===== config.mk =====
export PLATFORM = sky130hd
export DESIGN_NAME = rv32i_encoder
export DESIGN_NICKNAME = d
export VERILOG_FILES = /design/src/rtl/rv32i_encoder.sv
export SDC_FILE = /design/constraint.sdc
export NUM_CORES = 1
export LEC_CHECK = 0
export CORE_UTILIZATION = 30
export CTS_CLUSTER_DIAMETER = 80
export CTS_CLUSTER_SIZE = 12
export DETAILED_ROUTE_END_ITERATION = 8
export SYNTH_ARGS = -nofsm -noshare
export SYNTH_HDL_FRONTEND = slang
export SYNTH_SLANG_ARGS = --single-unit

===== constraint.sdc =====
create_clock -name clk -period 3.5 [get_ports clk]
set_input_delay 0.35 -clock clk [delete_from_list [all_inputs] [get_ports clk]]
set_output_delay 0.35 -clock clk [all_outputs]
set_load 0.03 [all_outputs]

===== src/rtl/rv32i_encoder.sv =====
// rv32i_encoder: packs decoded RV32I instruction fields back into a 32-bit
// instruction word. A two-entry buffer sits between the valid/ready input
// and output handshakes, and the block counts completed output words.
// Optional macro RV32I_ENCODER_CHECK_EN adds immediate/funct7 legality checks
// that raise out_error. The word is still encoded when a check fails.
module rv32i_encoder #(
  parameter int COUNT_WIDTH = 16
) (
  input  logic                   clk,
  input  logic                   rst,
  input  logic                   in_valid,
  output logic                   in_ready,
  input  logic [6:0]             in_opcode,
  input  logic [2:0]             in_funct3,
  input  logic [6:0]             in_funct7,
  input  logic [4:0]             in_rd,
  input  logic [4:0]             in_rs1,
  input  logic [4:0]             in_rs2,
  input  logic [31:0]            in_imm,
  output logic                   out_valid,
  input  logic                   out_ready,
  output logic [31:0]            out_inst,
  output logic                   out_error,
  output logic [COUNT_WIDTH-1:0] count_encoded
);

  localparam logic [6:0] OP_REG    = 7'h33;
  localparam logic [6:0] OP_IMM    = 7'h13;
  localparam logic [6:0] OP_LOAD   = 7'h03;
  localparam logic [6:0] OP_JALR   = 7'h67;
  localparam logic [6:0] OP_SYSTEM = 7'h73;
  localparam logic [6:0] OP_STORE  = 7'h23;
  localparam logic [6:0] OP_BRANCH = 7'h63;
  localparam logic [6:0] OP_LUI    = 7'h37;
  localparam logic [6:0] OP_AUIPC  = 7'h17;
  localparam logic [6:0] OP_JAL    = 7'h6F;

  logic        is_shift;
  logic [31:0] enc_inst;
  logic        enc_error;
  logic        check_error;

  logic [32:0]            slot [2];
  logic                   wr_ptr;
  logic                   rd_ptr;
  logic [1:0]             count;
  logic [1:0]             count_next;
  logic                   ready_q;
  logic [COUNT_WIDTH-1:0] done_count;
  logic                   accept;
  logic                   complete;

  assign is_shift = (in_funct3 == 3'd1) || (in_funct3 == 3'd5);

  // Field packing per instruction format; unknown opcodes yield a zero word with error
  always_comb begin
    enc_inst  = 32'h0000_0000;
    enc_error = 1'b0;
    case (in_opcode)
      OP_REG:
        enc_inst = {in_funct7, in_rs2, in_rs1, in_funct3, in_rd, in_opcode};
      OP_IMM:
        if (is_shift) enc_inst = {in_funct7, in_imm[4:0], in_rs1, in_funct3, in_rd, in_opcode};
        else          enc_inst = {in_imm[11:0], in_rs1, in_funct3, in_rd, in_opcode};
      OP_LOAD, OP_JALR, OP_SYSTEM:
        enc_inst = {in_imm[11:0], in_rs1, in_funct3, in_rd, in_opcode};
      OP_STORE:
        enc_inst = {in_imm[11:5], in_rs2, in_rs1, in_funct3, in_imm[4:0], in_opcode};
      OP_BRANCH:
        enc_inst = {in_imm[12], in_imm[10:5], in_rs2, in_rs1, in_funct3,
                    in_imm[4:1], in_imm[11], in_opcode};
      OP_LUI, OP_AUIPC:
        enc_inst = {in_imm[31:12], in_rd, in_opcode};
      OP_JAL:
        enc_inst = {in_imm[20], in_imm[10:1], in_imm[11], in_imm[19:12], in_rd, in_opcode};
      default: begin
        enc_inst  = 32'h0000_0000;
        enc_error = 1'b1;
      end
    endcase
  end

`ifdef RV32I_ENCODER_CHECK_EN
  logic sext12_ok;
  logic sext13_ok;
  logic sext21_ok;
  logic f7_std;

  assign sext12_ok = (&in_imm[31:11]) | ~(|in_imm[31:11]);
  assign sext13_ok = (&in_imm[31:12]) | ~(|in_imm[31:12]);
  assign sext21_ok = (&in_imm[31:20]) | ~(|in_imm[31:20]);
  assign f7_std    = (in_funct7 == 7'h00) || (in_funct7 == 7'h20);

  // Flag fields that the chosen format cannot represent exactly
  always_comb begin
    check_error = 1'b0;
    case (in_opcode)
      OP_REG:
        check_error = !f7_std;
      OP_IMM:
        if (is_shift) check_error = (|in_imm[31:5]) || !f7_std ||
                                    ((in_funct7 == 7'h20) && (in_funct3 != 3'd5));
        else          check_error = !sext12_ok;
      OP_LOAD, OP_JALR, OP_SYSTEM, OP_STORE:
        check_error = !sext12_ok;
      OP_BRANCH:
        check_error = !sext13_ok || in_imm[0];
      OP_LUI, OP_AUIPC:
        check_error = |in_imm[11:0];
      OP_JAL:
        check_error = !sext21_ok || in_imm[0];
      default:
        check_error = 1'b0;
    endcase
  end
`else
  logic unused_imm_lsb;

  assign unused_imm_lsb = in_imm[0];
  assign check_error    = 1'b0;
`endif

  assign accept    = in_valid && ready_q;
  assign out_valid = (count != 2'd0);
  assign complete  = out_valid && out_ready;
  assign in_ready  = ready_q;

  // Occupancy after this cycle's accept and completion
  always_comb begin
    count_next = count + 2'(accept) - 2'(complete);
  end

  // Two-slot buffer, registered ready flag and handshake counter
  always_ff @(posedge clk or posedge rst) begin
    if (rst) begin
      slot[0]    <= '0;
      slot[1]    <= '0;
      wr_ptr     <= 1'b0;
      rd_ptr     <= 1'b0;
      count      <= 2'd0;
      ready_q    <= 1'b0;
      done_count <= '0;
    end else begin
      if (accept) begin
        slot[wr_ptr] <= {enc_error | check_error, enc_inst};
        wr_ptr       <= ~wr_ptr;
      end
      if (complete) begin
        rd_ptr     <= ~rd_ptr;
        done_count <= done_count + 1'b1;
      end
      count   <= count_next;
      ready_q <= (count_next != 2'd2);
    end
  end

  assign out_inst      = out_valid ? slot[rd_ptr][31:0] : 32'h0000_0000;
  assign out_error     = out_valid ? slot[rd_ptr][32]   : 1'b0;
  assign count_encoded = done_count;

endmodule


==> results.md, run 1 <==
* Share of power burned in registers at 36.4%
* Tightest Pin Transition at roughly 1100 ps
* GRT Total Usage at 15.65%
* Pin count of the biggest net entering global routing at between 50 and 60
* Clock Power Share at 25.3%
* Nets at roughly 640
* Synth top area share at about half
* Final hold violations at 0
* VDD IR max at between 200 and 300 uV
* Worst-path fanout max at 20
* Iteration-0 DRC Markers at ~350
* Fin. max-slew vios at 0
* Die Span Y at 122.3 um
* Most frequent cells in the layout: clkdlybuf4s50_1 (118), dfrtp_1 (86), nand2_1 (73), nor2_1 (61), o21ai_0 (47)
* Fraction of layout cells with a size suffix above 1 at roughly 7.9%
* Xor/xnor cell area share of the yosys netlist at ~3.6%
* Worst-Skew Late Latency at ~330 ps
* Sequential fraction of the synthesis area at roughly half
* CTS tree: yes
* # DRC at 0
* Syn_nets at roughly 520
* Die Width at 122.3 um
* Final Wtd Congestion at about 0.90
* Layout fillers at 1372
* Synth area leaders: dfrtp_1 (50%), mux2i_1 (8.1%), nand2_1 (6.3%), o21ai_0 (5.4%), nor2_1 (5.4%)
* Sw Share at 36.93%
* Pre-antenna DRT Iters at 5
* Layout Skew at 6.791 ps
* WL/cell at between 15 and 20 um
* Worst hold start: count_encoded[15]
* Synth Area in Adders at less than 1%
* Core ar. at roughly 14000 um2
* Yosys top cell by area: dfrtp_1
* Yosys warns at 0
* Prevailing post-synth register cell: dfrtp_1
* Initial core utilization at between 30 and 40%
* Commonest non-fill, non-tap cell in the layout: clkdlybuf4s50_1
* Worst R2R End: slot[47]
* Detail Route Antenna Nets at 0
* Post-synth EDFFs at 0
* Crit. End Element: output port
* Setup slack, reg-to-reg at between 1500 and 2000 ps
* R2r startpoint: in_ready
* Status: complete, no violations
* GR Overflow Total at 0
* Worst hold path type: flip-flop to flip-flop
* Post-Synthesis Cells at between 400 and 500
* Synth async-reset ratio at 100.0%
* Seq cells post-synth at between 80 and 90
* Complex-gate fraction of the synthesized area at between 10% and 20%
* Largest family of logic cells by synthesized area: simple AND/OR/NAND/NOR gates
* # rows at 43
* Vias in the first global route at ~3500
* Htree depth at 3
* Vias per inst at approximately 5
* Lkg Pwr at 0.002607 uW
* Crit start category: flip-flop
* WS Path Type: flip-flop to output port
* Synth cell types at roughly 50
* Final worst-path cycle share at 78.28%
* RSZ-0062 raised after global routing: false
* Hold path depth at 1
* Max-Cap Viols at 0
* # hold bufs at CTS at 0
* Synth Area in Simple Gates at between 10% and 20%
* Power per cell area at around 660 nW/um2
* WP data required at approximately 3200 ps
* Synthesized cell area at between 4000 and 5000 um2
* Synth Area per Inst at ~9.6 um2
* Hold EP: count_encoded[15]
* Clock Pin Slew Worst Setup and Hold Paths at 60 ps
* Post-DP HPWL at approximately 8400 um
* I/O pins at about 120
* # setup viols final at 0
* Fin util at a little over two fifths
* Port Buffers at approximately 120
* Worst slew margin at 25.87%
* Max clock buf depth at 2
* Internal power at roughly 2500 uW
* CTS Buf Count at 9
* Crit path time final at about 2700 ps
* Routed WL at roughly 11000 um
* Mux cell area share after synthesis at approximately 8.6%
* First-pass GRT wire length at ~18000 um
* Switch Pwr at approximately 1500 uW
* Clk sinks at a little under 90
* R2R depth at 5
* Setup TNS at 0 ps
* CP arrival at around 2400 ps
* Initial antenna violation count at 0
* Fmax at between 300 and 400 MHz
* Post-CTS Repair Setup Buffers at 0
* Final Power at around 4000 uW
* Ant. Diodes at 0
* Via count at between 3000 and 4000
* CTS root buf: clkbuf_16
* Combinational Power Share at 38.3%
* Post-cts resize count at 0
* P&R area growth vs syn at 37.97%
* Die Area at between 10000 and 15000 um2
-- synthesized netlist by cell type (all sizes together), types with 3 or more instances --
master  instances
a21oi           6
inv             7
buf             9
nand3           9
dfrtp          87
nand2          73
nor2           62
xor2            4
mux2i          35
a31oi           8
xnor2          14
o21ai          56
a22oi           8
clkbuf         12
a222oi         10
ha              3
nand4           6
and2            3
and3            8
a22o            4
-- per-layer routing --
layer | routed length (um) | GRT usage [%]
met1 | 5510 | 22.50
met2 | 5039 | 23.56
met3 | 818 | 3.346
met4 | 106 | 4.345
met5 | 0 | 0
-- worst max-delay path, cell delays in order, from the launching register on --
cell and delay [ps]:
dfrtp_2 780, buf_4 310, mux2i_1 280, nor2_1 70, clkdlybuf4s50_1 610
-- flip-flops by register name (all words and copies together) (netlist names) --
signal         count
rd_ptr             1
count_encoded     16
wr_ptr             1
in_ready           1
count              2
slot              66
-- per-stage QoR --
step / instance area, um2 / setup WS (ps) / instances / hold slack [ps]
final: 5992 / 760.0 / 749 / 475.2
after global routing: 5992 / 643.6 / 749 / 487.0
after CTS: 5992 / 713.3 / 749 / 480.2
after detailed placement: 5680 / 963.1 / 734 / 467.2
after global placement: 5680 / 1017 / 734 / 457.9
after floorplan: 4343 / 899.8 / 451 / 449.0
-- how the worst max path moves through the flow --
| stage | from | to | slack (ps) | cells after the start |
|---|---|---|---|---|
| after detailed placement | in_opcode[6] | slot[24] | 960 | 5 |
| after global routing | rd_ptr | out_inst[21] | 640 | 4 |
| after floorplan | rst | count[0] | 900 | 1 |
| after CTS | rd_ptr | out_inst[21] | 710 | 4 |
| after global placement | in_opcode[6] | slot[57] | 1020 | 5 |
| final | rd_ptr | out_inst[21] | 760 | 4 |
-- power by group through the flow --
stage | sequential [uW] | combinational [uW] | clock [uW]
after floorplan | 1430 | 961 | 0
after global placement | 1440 | 1510 | 0
after detailed placement | 1460 | 1530 | 0
after CTS | 1440 | 1530 | 1030
after global routing | 1470 | 1640 | 1060
final | 1430 | 1510 | 997
-- cells by family (layout without fill, tap and decap cells) --
group           Yosys count  after routing
flops                    87             87
xor+xnor                 18             18
fa+ha+maj                 3              3
mux                      37             37
buf+inv                  31            149
compound gates          100            100
simple gates            175            175
-- area by class of cell --
| type | instances | area, um2 | area share [%] |
|---|---|---|---|
| tap | 180 | 225.2 | 3.759 |
| multi-input combinational | 333 | 2001 | 33.39 |
| timing repair buffer | 127 | 1249 | 20.84 |
| sequential | 87 | 2178 | 36.35 |
| clock inverter | 6 | 86.33 | 1.441 |
| inverter | 7 | 27.53 | 0.4594 |
| clock buffer | 9 | 225.2 | 3.759 |
Power figures use the tool's default switching activity.
==> inputs of run 2 (changes only) <==
==> constraint.sdc (replaced) <==
create_clock -name clk -period 2.51 [get_ports clk]
set_input_delay 0.251 -clock clk [delete_from_list [all_inputs] [get_ports clk]]
set_output_delay 0.251 -clock clk [all_outputs]
set_load 0.03 [all_outputs]
==> results.md, run 2 (same netlist as run 1, synthesis figures left out) <==
* RSZ-0062 raised after global routing: false
* Fraction of layout cells with a size suffix above 1 at under 10%
* Tightest Pin Transition at 605.1 ps
* Pre-CTS setup slack at between 200 and 250 ps
* Layout fillers at 1382
* Port Buffers at around 120
* Pin count of the biggest net entering global routing at 55
* # rows at 43
* Post-cts resize count at 0
* Clk sinks at just under 90
* Crit path time final at roughly 2400 ps
* Vias in the first global route at 3685
* Iteration-0 DRC Markers at approximately 230
* CTS root buf: clkbuf_16
* Power per cell area at 898.1 nW/um2
* Initial antenna violation count at 0
* Worst slew margin at between 50% and 60%
* Final worst-path cycle share at a little over nine tenths
* Pre-antenna DRT Iters at 5
* Crit start category: flip-flop
* VDD IR max at roughly 380 uV
* Final Instance Area at about 6000 um2
* Fin. max-slew vios at 0
* GR Overflow Total at 0
* Final WS setup at a little over 60 ps
* Worst-path fanout max at 15
* Switch Pwr at 2060 uW
* Max clock buf depth at 2
* CP peak stage delay at 720 ps
* Share of power burned in registers at 36.6%
* Initial core utilization at 31.05%
* # hold bufs at CTS at 0
* WS Path Type: flip-flop to output port
* Final Wtd Congestion at 0.8129
* Layout Skew at between 5 and 6 ps
* CP arrival at ~2200 ps
* GRT Total Usage at between 10% and 20%
* Htree depth at 3
* Worst hold path type: input port to asynchronous set/reset pin
* Status: complete, no violations
* # DRC at 0
* Ant. Diodes at 0
* # setup viols final at 0
* Setup slack, reg-to-reg at approximately 620 ps
* Die Width at approximately 120 um
* Crit-path slowest cell: clkdlybuf4s50_1
* I/O pins at between 100 and 150
* Max-Cap Viols at 0
* R2r startpoint: count[1]
* WL/cell at about 15 um
* Final hold violations at 0
* WP data required at 2260 ps
* Worst-Skew Late Latency at between 300 and 400 ps
* P&R area growth vs syn at 37.74%
* CP Capture Point: out_inst[4]
* Vias per inst at 5.036
* Post-DP HPWL at between 8000 and 9000 um
* Setup TNS at 0 ps
* Routed WL at around 12000 um
* WP buf/inv at 2
* Area of the multi-input gates at between 2000 and 2500 um2
* Register area at around 2200 um2
* CTS tree: yes
* Die Area at ~15000 um2
* Crit. End Element: output port
* Family with the most delay on the worst path: buffers and inverters
* Max reg flops at between 60 and 70
* Detail Route Antenna Nets at 0
* Die Span Y at between 100 and 150 um
* Via count at approximately 3800
* Worst R2R End: in_ready
* First-pass GRT wire length at ~19000 um
* Sw Share at a little under two fifths
* Internal power at 3313 uW
* R2R depth at 8
* Fmax at ~410 MHz
* Clock Pin Slew Worst Setup and Hold Paths at 60 ps
* Placed instance area at 5713 um2
* Worst setup startpoint: rd_ptr
* CTS Buf Count at 9
* Nets at ~640
* WP depth at 4
* Clock Power Share at a little under a quarter
* Most frequent cells in the layout: clkdlybuf4s50_1 (118), dfrtp_1 (86), nand2_1 (73), nor2_1 (61), o21ai_0 (47)
* Largest Register: slot
* Commonest non-fill, non-tap cell in the layout: clkdlybuf4s50_1
* Crit-path cells: buf_12, mux2i_1, nor2_1, clkdlybuf4s50_1
* Post-CTS Repair Setup Buffers at 0
* Combinational Power Share at between 40% and 50%
* Lkg Pwr at ~0.0026 uW
* Core ar. at between 10000 and 15000 um2
-- run 2: cell count changes in the layout (fill, tap and decap cells not counted), sizes merged --
cell,before,now
clkbuf,9,11
bufinv,2,0
inv,6,7
buf,9,10
clkinvlp,1,2
clkinv,4,3
-- run 2: stage by stage --
step / hold WS (ps) / cells / total power (uW) / util, %
floorplan: 421.3 / 451 / 3332 / -
global placement: 460.2 / 735 / 4170 / 40.84
detailed placement: 470.2 / 735 / 4211 / 40.84
CTS: 301.4 / 751 / 5444 / 42.75
global route: 351.1 / 751 / 5701 / 42.76
finish: 281.6 / 751 / 5373 / 42.76
-- run 2: cell type report --
class,count,area share (%)
tap,180,3.765
sequential,87,36.46
timing repair buffer,128,21.42
multi-input combinational,333,33.44
clock inverter,5,0.5647
clock buffer,11,3.890
inverter,7,0.4602
-- run 2: worst min path at each step --
stage	start	end	slack, ps	depth (start not counted)
after floorplan	in_rd[3]	slot[43]	420	2
after global placement	slot[65]	slot[65]	460	1
after detailed placement	slot[56]	slot[56]	470	2
after CTS	rst	count_encoded[1]	300	2
after global routing	rst	count_encoded[1]	350	2
final	rst	count_encoded[1]	280	2
-- run 2: power groups by stage --
| stage | sequential, uW | clock (uW) | combinational, uW |
|---|---|---|---|
| finish | 1970 | 1220 | 2190 |
| global route | 2010 | 1310 | 2380 |
| CTS | 1970 | 1250 | 2230 |
| detailed placement | 1990 | 0 | 2220 |
| global placement | 1970 | 0 | 2200 |
| floorplan | 1990 | 0 | 1340 |
-- run 2: worst reg2reg max path, stage by stage, from the launching register on --
cell and delay, ps:
dfrtp_1 420, o21ai_2 260, inv_1 160, ha_1 300
inv_1 40, ha_1 180, xnor2_1 170, xnor2_1 160
nand2b_1 80
-- run 2: per-layer routing --
metal	GRT usage [%]	wire length, um
met1	23.17	5626
met2	23.67	5032
met4	5.793	182
met3	3.485	684
met5	0	0
